`src/rtl/mem_access.sv`:
```
// Memory stage of the RV32I datapath: one load or store per access over a
// request/grant/response port, with store lane steering, load extension and fault reporting.
module mem_access #(
  parameter int MAX_WAIT = 255
) (
  input  logic        clk,
  input  logic        rst_n,
  input  logic        ex_valid,
  input  logic        mem_read,
  input  logic        mem_write,
  input  logic [2:0]  funct3,
  input  logic [31:0] alu_res,
  input  logic [31:0] rs2_data,
  output logic        dmem_req,
  output logic        dmem_we,
  output logic [31:0] dmem_addr,
  output logic [3:0]  dmem_be,
  output logic [31:0] dmem_wdata,
  input  logic        dmem_gnt,
  input  logic        dmem_rvalid,
  input  logic [31:0] dmem_rdata,
  output logic [31:0] load_data,
  output logic        done,
  output logic        stall,
  output logic        fault,
  output logic [1:0]  fault_cause,
  output logic [1:0]  dbg_state
);

  // Handshake: a request is held with all fields stable while dmem_req=1 and
  // retires on the cycle dmem_gnt=1; read data is taken only when dmem_rvalid=1 in WAIT_R.
  typedef enum logic [1:0] {
    S_IDLE   = 2'd0,
    S_REQ    = 2'd1,
    S_WAIT_R = 2'd2
  } state_t;

  localparam int CW = $clog2(MAX_WAIT + 1);
  localparam logic [CW-1:0] CNT_LAST = CW'(MAX_WAIT - 1);

  state_t        state_q, state_d;
  logic          dmem_req_q, dmem_req_d;
  logic          dmem_we_q, dmem_we_d;
  logic [31:0]   dmem_addr_q, dmem_addr_d;
  logic [3:0]    dmem_be_q, dmem_be_d;
  logic [31:0]   dmem_wdata_q, dmem_wdata_d;
  logic [31:0]   load_data_q, load_data_d;
  logic          done_q, done_d;
  logic          fault_q, fault_d;
  logic [1:0]    fault_cause_q, fault_cause_d;
  logic [CW-1:0] wait_cnt_q, wait_cnt_d;
  logic [2:0]    f3_q, f3_d;
  logic [1:0]    off_q, off_d;

  logic          accept, f3_legal, misaligned, go, expired;
  logic [3:0]    st_be;
  logic [31:0]   st_wdata;
  logic [31:0]   rd_shift;
  logic [31:0]   ld_ext;

  always_comb begin
    accept = (state_q == S_IDLE) && ex_valid && (mem_read || mem_write);

    if (mem_write) f3_legal = (funct3 == 3'b000) || (funct3 == 3'b001) || (funct3 == 3'b010);
    else           f3_legal = (funct3 == 3'b000) || (funct3 == 3'b001) || (funct3 == 3'b010) ||
                              (funct3 == 3'b100) || (funct3 == 3'b101);

    misaligned = ((funct3[1:0] == 2'b01) && alu_res[0]) ||
                 ((funct3[1:0] == 2'b10) && (alu_res[1:0] != 2'b00));
    go = accept && f3_legal && !misaligned;

    case (funct3[1:0])
      2'b00: begin
        st_be    = 4'b0001 << alu_res[1:0];
        st_wdata = {4{rs2_data[7:0]}};
      end
      2'b01: begin
        st_be    = alu_res[1] ? 4'b1100 : 4'b0011;
        st_wdata = {2{rs2_data[15:0]}};
      end
      default: begin
        st_be    = 4'b1111;
        st_wdata = rs2_data;
      end
    endcase

    // Bring the addressed lane down to bit 0 before extending.
    rd_shift = dmem_rdata >> {off_q, 3'b000};
    case (f3_q)
      3'b000:  ld_ext = {{24{rd_shift[7]}}, rd_shift[7:0]};
      3'b001:  ld_ext = {{16{rd_shift[15]}}, rd_shift[15:0]};
      3'b100:  ld_ext = {24'd0, rd_shift[7:0]};
      3'b101:  ld_ext = {16'd0, rd_shift[15:0]};
      default: ld_ext = dmem_rdata;
    endcase

    expired = (wait_cnt_q == CNT_LAST);
  end

  always_comb begin
    state_d       = state_q;
    dmem_req_d    = dmem_req_q;
    dmem_we_d     = dmem_we_q;
    dmem_addr_d   = dmem_addr_q;
    dmem_be_d     = dmem_be_q;
    dmem_wdata_d  = dmem_wdata_q;
    load_data_d   = load_data_q;
    done_d        = 1'b0;
    fault_d       = 1'b0;
    fault_cause_d = 2'b00;
    wait_cnt_d    = wait_cnt_q;
    f3_d          = f3_q;
    off_d         = off_q;

    case (state_q)
      S_IDLE: begin
        if (accept) begin
          if (!f3_legal) begin
            done_d        = 1'b1;
            fault_d       = 1'b1;
            fault_cause_d = 2'b10;
          end else if (misaligned) begin
            done_d        = 1'b1;
            fault_d       = 1'b1;
            fault_cause_d = 2'b01;
          end else begin
            dmem_req_d   = 1'b1;
            dmem_we_d    = mem_write;
            dmem_addr_d  = {alu_res[31:2], 2'b00};
            dmem_be_d    = mem_write ? st_be : 4'b1111;
            dmem_wdata_d = mem_write ? st_wdata : 32'd0;
            f3_d         = funct3;
            off_d        = alu_res[1:0];
            wait_cnt_d   = '0;
            state_d      = S_REQ;
          end
        end
      end
      S_REQ: begin
        wait_cnt_d = wait_cnt_q + CW'(1);
        // A grant in the expiry cycle still completes the access.
        if (dmem_gnt) begin
          dmem_req_d = 1'b0;
          if (dmem_we_q) begin
            done_d  = 1'b1;
            state_d = S_IDLE;
          end else begin
            state_d = S_WAIT_R;
          end
        end else if (expired) begin
          dmem_req_d    = 1'b0;
          done_d        = 1'b1;
          fault_d       = 1'b1;
          fault_cause_d = 2'b11;
          load_data_d   = 32'd0;
          state_d       = S_IDLE;
        end
      end
      S_WAIT_R: begin
        wait_cnt_d = wait_cnt_q + CW'(1);
        if (dmem_rvalid) begin
          load_data_d = ld_ext;
          done_d      = 1'b1;
          state_d     = S_IDLE;
        end else if (expired) begin
          done_d        = 1'b1;
          fault_d       = 1'b1;
          fault_cause_d = 2'b11;
          load_data_d   = 32'd0;
          state_d       = S_IDLE;
        end
      end
      default: state_d = S_IDLE;
    endcase
  end

  always_ff @(posedge clk or negedge rst_n) begin
    if (!rst_n) begin
      state_q       <= S_IDLE;
      dmem_req_q    <= 1'b0;
      dmem_we_q     <= 1'b0;
      dmem_addr_q   <= 32'd0;
      dmem_be_q     <= 4'd0;
      dmem_wdata_q  <= 32'd0;
      load_data_q   <= 32'd0;
      done_q        <= 1'b0;
      fault_q       <= 1'b0;
      fault_cause_q <= 2'b00;
      wait_cnt_q    <= '0;
      f3_q          <= 3'd0;
      off_q         <= 2'd0;
    end else begin
      state_q       <= state_d;
      dmem_req_q    <= dmem_req_d;
      dmem_we_q     <= dmem_we_d;
      dmem_addr_q   <= dmem_addr_d;
      dmem_be_q     <= dmem_be_d;
      dmem_wdata_q  <= dmem_wdata_d;
      load_data_q   <= load_data_d;
      done_q        <= done_d;
      fault_q       <= fault_d;
      fault_cause_q <= fault_cause_d;
      wait_cnt_q    <= wait_cnt_d;
      f3_q          <= f3_d;
      off_q         <= off_d;
    end
  end

  assign dmem_req    = dmem_req_q;
  assign dmem_we     = dmem_we_q;
  assign dmem_addr   = dmem_addr_q;
  assign dmem_be     = dmem_be_q;
  assign dmem_wdata  = dmem_wdata_q;
  assign load_data   = load_data_q;
  assign done        = done_q;
  assign fault       = fault_q;
  assign fault_cause = fault_cause_q;
  assign stall       = (state_q != S_IDLE) || go;
  assign dbg_state   = state_q;

endmodule

```
`config.mk`:
```
export PLATFORM = sky130hd
export DESIGN_NAME = mem_access
export DESIGN_NICKNAME = d
export VERILOG_FILES = /design/src/rtl/mem_access.sv
export SDC_FILE = /design/constraint.sdc
export NUM_CORES = 1
export LEC_CHECK = 0
export CORE_MARGIN = 5
export CORE_UTILIZATION = 42
export CTS_BUF_LIST = sky130_fd_sc_hd__clkbuf_8
export CTS_CLUSTER_SIZE = 14
export DETAILED_ROUTE_END_ITERATION = 7
export PLACE_DENSITY_LB_ADDON = 0.3
export SLEW_MARGIN = 20
export SYNTH_ARGS = -nofsm -noshare
export SYNTH_HDL_FRONTEND = slang
export SYNTH_SLANG_ARGS = --single-unit
```
`constraint.sdc`:
```
create_clock -name clk -period 1.8 [get_ports clk]
set_input_delay 0.27 -clock clk [delete_from_list [all_inputs] [get_ports clk]]
set_output_delay 0.27 -clock clk [all_outputs]
set_load 0.03 [all_outputs]
```
==> results.json, run 1 <==
{
  "critPathBufInv": 3,
  "die_y_um": 128,
  "worstHoldPathType": "input port to async pin",
  "post-route-min-period_ns": 1.94,
  "cp.arrival_ns": 1.67,
  "grt_pass1_wl_um": 30800,
  "numCtsBuffers": 17,
  "htree_num_levels": 4,
  "r2r_slack_ns": -0.12,
  "groute.usage.overall": 0.240,
  "hold_viol": 0,
  "gp_congestion": 0.878,
  "endpoint_kind": "output pin",
  "clock-sinks": 119,
  "cpPeakStageDelay_ns": 0.41,
  "slowest_stage": "dfrtp_2",
  "netlist_top_cells_area": "dfrtp_1 51%, nand2_1 15%, nand3_1 3.5%",
  "dieArea_um2": 16400,
  "detail-route-antenna-nets": 0,
  "finalClockSkew_ns": 0.0119,
  "syn_inst": 661,
  "initial_utilization": 0.425,
  "num-nets-final": 1048,
  "report.final.slew_viol_count": 0,
  "fin_hold_ws_ns": 0.281,
  "crit_chain": "inv_2 > ha_4 > o211a_4 > o21ai_4 > o21ai_1 > buf_4 > buf_6",
  "antenna_found_initial": 0,
  "crit_type": "flop to output pin",
  "layout-drive-gt1-share": 0.212,
  "num_antenna_cells": 0,
  "overflow": 0,
  "required_ns": 1.53,
  "syn-cell-area_um2": 5850,
  "worstSetupStartpointType": "flop",
  "io_buffers": 212,
  "wl_um": 21500,
  "cpLargestDelayFamily": "flip-flops",
  "synthTopCellsByCount": "230 x nand2_1, 119 x dfrtp_1, 41 x nand3_1",
  "cts_tree": "built",
  "synth_top_area_cell": "dfrtp_1",
  "grt_pass1_vias": 6074,
  "peakVddDrop_mv": 0.922,
  "yosys_register_bits": 119,
  "yosys_most_used_dff": "dfrtp_1",
  "powerDensity_nw_per_um2": 1670,
  "synthArstFlopShare": 1.00,
  "synth_top_area_frac": 0.509,
  "yosys_warnings": 0,
  "fillCellCount": 993,
  "fmax_ghz": 0.514,
  "first_pass_iters": 7,
  "vias": 6115,
  "power_mw": 16.5,
  "wl_per_cell_um": 19.1,
  "cts.root.buffer_cell": "clkbuf_8",
  "syn_avg_cell_area_um2": 8.86,
  "dp.cells": 1060,
  "setup_slack_ns": -0.144,
  "worst-path-stages": 7,
  "grt_max_degree": 53,
  "leakage_nw": 5.27,
  "hpwlAfterDp_um": 14000,
  "status": "complete, but fails checks",
  "die_width_um": 128,
  "r2r_cells": 6,
  "synth_cell_types": 49,
  "finalNonFillerCells": 1129,
  "critPathMaxFanout": 2,
  "final-setup-viol-count": 100,
  "path_clk_slew_ns": 0.07,
  "ys_seq_area_frac": 0.509,
  "synth_edf_count": 0,
  "cts_buffer_depth": 2,
  "r2r-start": "wait_cnt_q[4]$_DFFE_PN0P_",
  "reg2reg_to": "load_data[12]$_DFFE_PN0P_",
  "period_share": 1.08,
  "coreArea_um2": 13800,
  "insertion_delay_ns": 0.46,
  "syn_to_final_growth_pct": 68.6,
  "vias_per_cell": 5.42,
  "rsz0062_at_grt": "true",
  "rows": 43,
  "drt_iter0_drc": 403,
  "drc": 0,
  "drv_cap": 0,
  "violations": "setup timing",
  "ios": 215,
  "yosys.cell_count.top_type": "nand2_1"
}
==> worst max path at each step <==
stage	start	end
2_1_floorplan	dbg_state[1]$_DFFE_PN0P_	load_data[13]$_DFFE_PN0P_
3_3_place_gp	dmem_rdata[31]	load_data[14]$_DFFE_PN0P_
3_5_place_dp	dmem_rdata[23]	load_data[14]$_DFFE_PN0P_
4_1_cts	dbg_state[0]$_DFFE_PN0P_	stall
5_1_grt	dbg_state[0]$_DFFE_PN0P_	stall
6_report	dbg_state[0]$_DFFE_PN0P_	stall
==> power by group <==
part / internal [mW] / switching, mW
Clock: 1.72 / 1.09
Sequential: 3.87 / 0.790
Combinational: 3.72 / 5.27
==> state kept, by name, summed over array words and instances (netlist names) <==
register,count
done,1
f3_q,3
dmem_addr,30
fault_cause,2
dmem_we,1
dbg_state,2
dmem_be,4
dmem_wdata,32
fault,1
wait_cnt_q,8
dmem_req,1
off_q,2
load_data,32
==> cells by family (layout without fill, tap and decap cells) <==
kind of cell	count (synthesis)	in the layout	synth area share
DFF	119	119	0.509
buffers and inverters	57	343	0.0492
and+or+nand+nor	326	327	0.233
adders and majority gates	6	6	0.0128
AOI/OAI and AO/OA	119	119	0.134
muxes	33	33	0.0620
other	1	2	0.000641
==> stage by stage <==
stage	setup WS, ns	area [um2]	TNS, ns	utilization
after floorplan	-0.0183	5900	-0.0839	-
after detailed placement	-0.282	8470	-21.01	0.615
final	-0.144	9870	-5.06	0.717
after global placement	-0.243	8470	-14.58	0.615
after CTS	-0.201	9080	-0.328	0.659
after global routing	-0.237	9870	-14.36	0.717
==> layout by cell type (no fill, tap or decap), types with 3 or more instances in the layout <==
master           instances
inv_1                   11
nand2_2                 19
o21ai_0                 19
o22ai_1                  3
a21oi_2                  4
dlymetal6s2s_1          56
nor2_1                  23
nand3_1                 20
nand2b_1                 4
a31oi_1                  5
ha_1                     3
buf_4                   52
buf_8                    3
dlygate4sd2_1           29
mux2_2                  16
clkdlybuf4s50_1        125
o21ai_1                 20
nor2b_1                  5
a221o_1                  7
o211ai_1                 9
dfrtp_1                117
inv_2                    3
bufinv_16                4
nand3_2                 20
mux2i_1                 16
nand2_1                211
nor3b_1                  3
clkbuf_16               11
a22oi_2                  3
o221ai_1                 7
buf_6                   11
clkbuf_8                23
a21oi_1                 24
and3_1                   8
buf_12                   9
==> timing repair <==
action / in CTS / in global routing
setup buffers: 13 / 6
hold endpoints to repair: 23 / 0
pin swaps: 8 / 46
setup endpoints to repair: 37 / 163
cloned: 1 / 16
hold buffers: 1 / 0
resized for setup: 39 / 131
==> worst reg2reg max path, stage by stage, from the launching register on <==
cell	delay [ns]
dfrtp_1	0.46
nand4_1	0.28
nor3_4	0.29
o221ai_4	0.16
buf_12	0.16
buf_6	0.13
a221o_1	0.34
==> cell type report <==
| class | count | area [um2] | area share |
|---|---|---|---|
| Clock buffer | 23 | 317 | 0.0321 |
| Inverter | 12 | 45.0 | 0.00456 |
| Multi-Input combinational cell | 487 | 2870 | 0.291 |
| Clock inverter | 9 | 145 | 0.0147 |
| Tap cell | 180 | 225 | 0.0228 |
| Timing Repair Buffer | 299 | 3290 | 0.333 |
| Sequential cell | 119 | 2980 | 0.302 |
==> routing by layer <==
layer / vias up / routed length, um / track usage
met1: 2922 / 7910 / 0.277
li1: 2808 / - / -
met3: 50 / 2300 / 0.104
met4: 0 / 634 / 0.101
met2: 335 / 10700 / 0.391
met5: - / 0 / 0
Note: power is estimated with default switching activity, not from simulation.
==> run 2, diff against run 1 <==
--- a/config.mk
+++ b/config.mk
@@ -5,7 +5,7 @@
 export SDC_FILE = /design/constraint.sdc
 export NUM_CORES = 1
 export LEC_CHECK = 0
-export CORE_MARGIN = 5
+export CORE_MARGIN = 3
 export CORE_UTILIZATION = 42
 export CTS_BUF_LIST = sky130_fd_sc_hd__clkbuf_8
 export CTS_CLUSTER_SIZE = 14
==> run 2 against run 1 <==
The flow still finishes with violations (setup timing). Fmax down 2.4%. Routed wire length is 11% lower. Clock skew down 0.0081 ns. Critical endpoint unchanged. Critical path type unchanged. Cell area is 4.4% lower. Utilization fell by 1.6 points. Count of clock-buffer cells in the layout is 3 lower. Largest cell class is now registers.
==> results.json, run 2 (same netlist as run 1, synthesis figures left out) <==
{
  "relSlewSlack": 0.567,
  "die_y_um": 124,
  "rows": 42,
  "num-nets-final": 1037,
  "critPathMaxFanout": 2,
  "detail-route-antenna-nets": 0,
  "worstHoldPathType": "input port to async pin",
  "coreArea_um2": 13500,
  "htree_num_levels": 4,
  "violations": "setup timing",
  "overflow": 0,
  "insertion_delay_ns": 0.44,
  "report.final.slew_viol_count": 0,
  "clock-sinks": 119,
  "post-route-min-period_ns": 1.99,
  "powerDensity_nw_per_um2": 1710,
  "cts.root.buffer_cell": "clkbuf_8",
  "worstSetupStartpointType": "flop",
  "initial_utilization": 0.435,
  "final_common_cell": "nand2_1",
  "status": "complete, but fails checks",
  "power_mw": 16.1,
  "wl_um": 19300,
  "dieArea_um2": 15400,
  "first_pass_iters": 5,
  "endpoint_kind": "output pin",
  "setup_slack_ns": -0.192,
  "tightest_slew_ns": 0.647,
  "groute.usage.overall": 0.247,
  "rsz0062_at_grt": "true",
  "finalClockSkew_ns": 0.00374,
  "drv_cap": 0,
  "grt_pass1_wl_um": 29300,
  "cts_tree": "built",
  "die_width_um": 124,
  "dp.cells": 1063,
  "leakage_nw": 5.09,
  "vias": 5954,
  "hold_viol": 0,
  "numCtsBuffers": 17,
  "drc": 0,
  "required_ns": 1.53,
  "final_cell_mix": "228 x nand2_1, 132 x clkdlybuf4s50_1, 116 x dfrtp_1, 58 x buf_4, 58 x dlymetal6s2s_1",
  "drt_iter0_drc": 438,
  "peakVddDrop_mv": 0.808,
  "grt_max_degree": 63,
  "fmax_ghz": 0.502,
  "syn_to_final_growth_pct": 61.1,
  "num_antenna_cells": 0,
  "finalNonFillerCells": 1113,
  "final-setup-viol-count": 11,
  "cp.arrival_ns": 1.72,
  "crit_type": "flop to output pin",
  "cts_buffer_depth": 2,
  "io_buffers": 212,
  "grt_pass1_vias": 5988,
  "hpwlAfterDp_um": 13700,
  "vias_per_cell": 5.35,
  "layout-drive-gt1-share": 0.179,
  "period_share": 1.11,
  "setup_tns_ns": -0.491,
  "gp_congestion": 0.921,
  "dp_slack_ns": -0.304,
  "wl_per_cell_um": 17.3,
  "antenna_found_initial": 0,
  "fin_hold_ws_ns": 0.288,
  "path_clk_slew_ns": 0.07,
  "ios": 215
}
run 2: cell count changes in the layout (fill, tap and decap cells not counted), sizes merged, moves of 2 or more:
cell / delta
dlygate4sd2: -11
clkdlybuf4s50: +7
dlymetal6s2s: +2
clkinv: +4
clkbuf: -12
run 2: what timing repair did:
action / in CTS / in global routing
setup endpoints to repair: 64 / 99
buffers inserted: 7 / 9
hold endpoints to repair: 22 / 0
pin swaps: 10 / 22
hold buffers: 1 / 0
resized for setup: 38 / 101
cloned: 2 / 1
run 2: per-layer routing:
metal	routed length [um]	track usage	part of all wire	vias to the layer above
met2	9560	0.408	0.50	290
met1	7190	0.289	0.37	2839
met5	0	0	0	-
li1	-	-	-	2779
met4	544	0.105	0.028	0
met3	1960	0.0899	0.10	46
run 2: critical path: stages, from the launching register on:
cell and delay, ns:
dfrtp_2 0.42, inv_2 0.09, ha_4 0.14, o211a_4 0.17, o21ai_4 0.06, o21ai_2 0.15, buf_6 0.12, buf_6 0.12
run 2: cell type report:
type | instances | area (um2)
flip-flops and latches | 119 | 2980
multi-input cells | 487 | 2830
well taps | 176 | 220
clock inverters | 11 | 131
repair buffers | 288 | 2950
fillers | 1026 | 4020
inverters | 12 | 45.0
clock buffers | 20 | 275
run 2: final timing paths:
kind	from	to	slack (ns)	cells past startpoint
hold / removal	rst_n	load_data[17]$_DFFE_PN0P_	0.29	2
setup / recovery	dbg_state[1]$_DFFE_PN0P_	stall	-0.19	7
min in group clk	alu_res[24]	dmem_addr[24]$_DFFE_PN0P_	0.35	3
setup reg to reg	dbg_state[1]$_DFFE_PN0P_	wait_cnt_q[4]$_DFFE_PN0P_	-0.05	10
max in group asynchronous	rst_n	dmem_wdata[29]$_DFFE_PN0P_	0.88	3
hold reg to reg	load_data[3]$_DFFE_PN0P_	load_data[3]$_DFFE_PN0P_	0.47	2
run 2: through the flow:
step                cell area [um2]  utilization
floorplan                      5900            -
global placement               8500        0.632
detailed placement             8500        0.632
CTS                            9050        0.673
global route                   9430        0.701
finish                         9430        0.701
run 2: where the power goes:
part           switching (mW)  internal, mW
Clock                    1.03          1.45
Combinational            5.27          3.76
Sequential              0.765          3.87
Total                    7.07          9.08
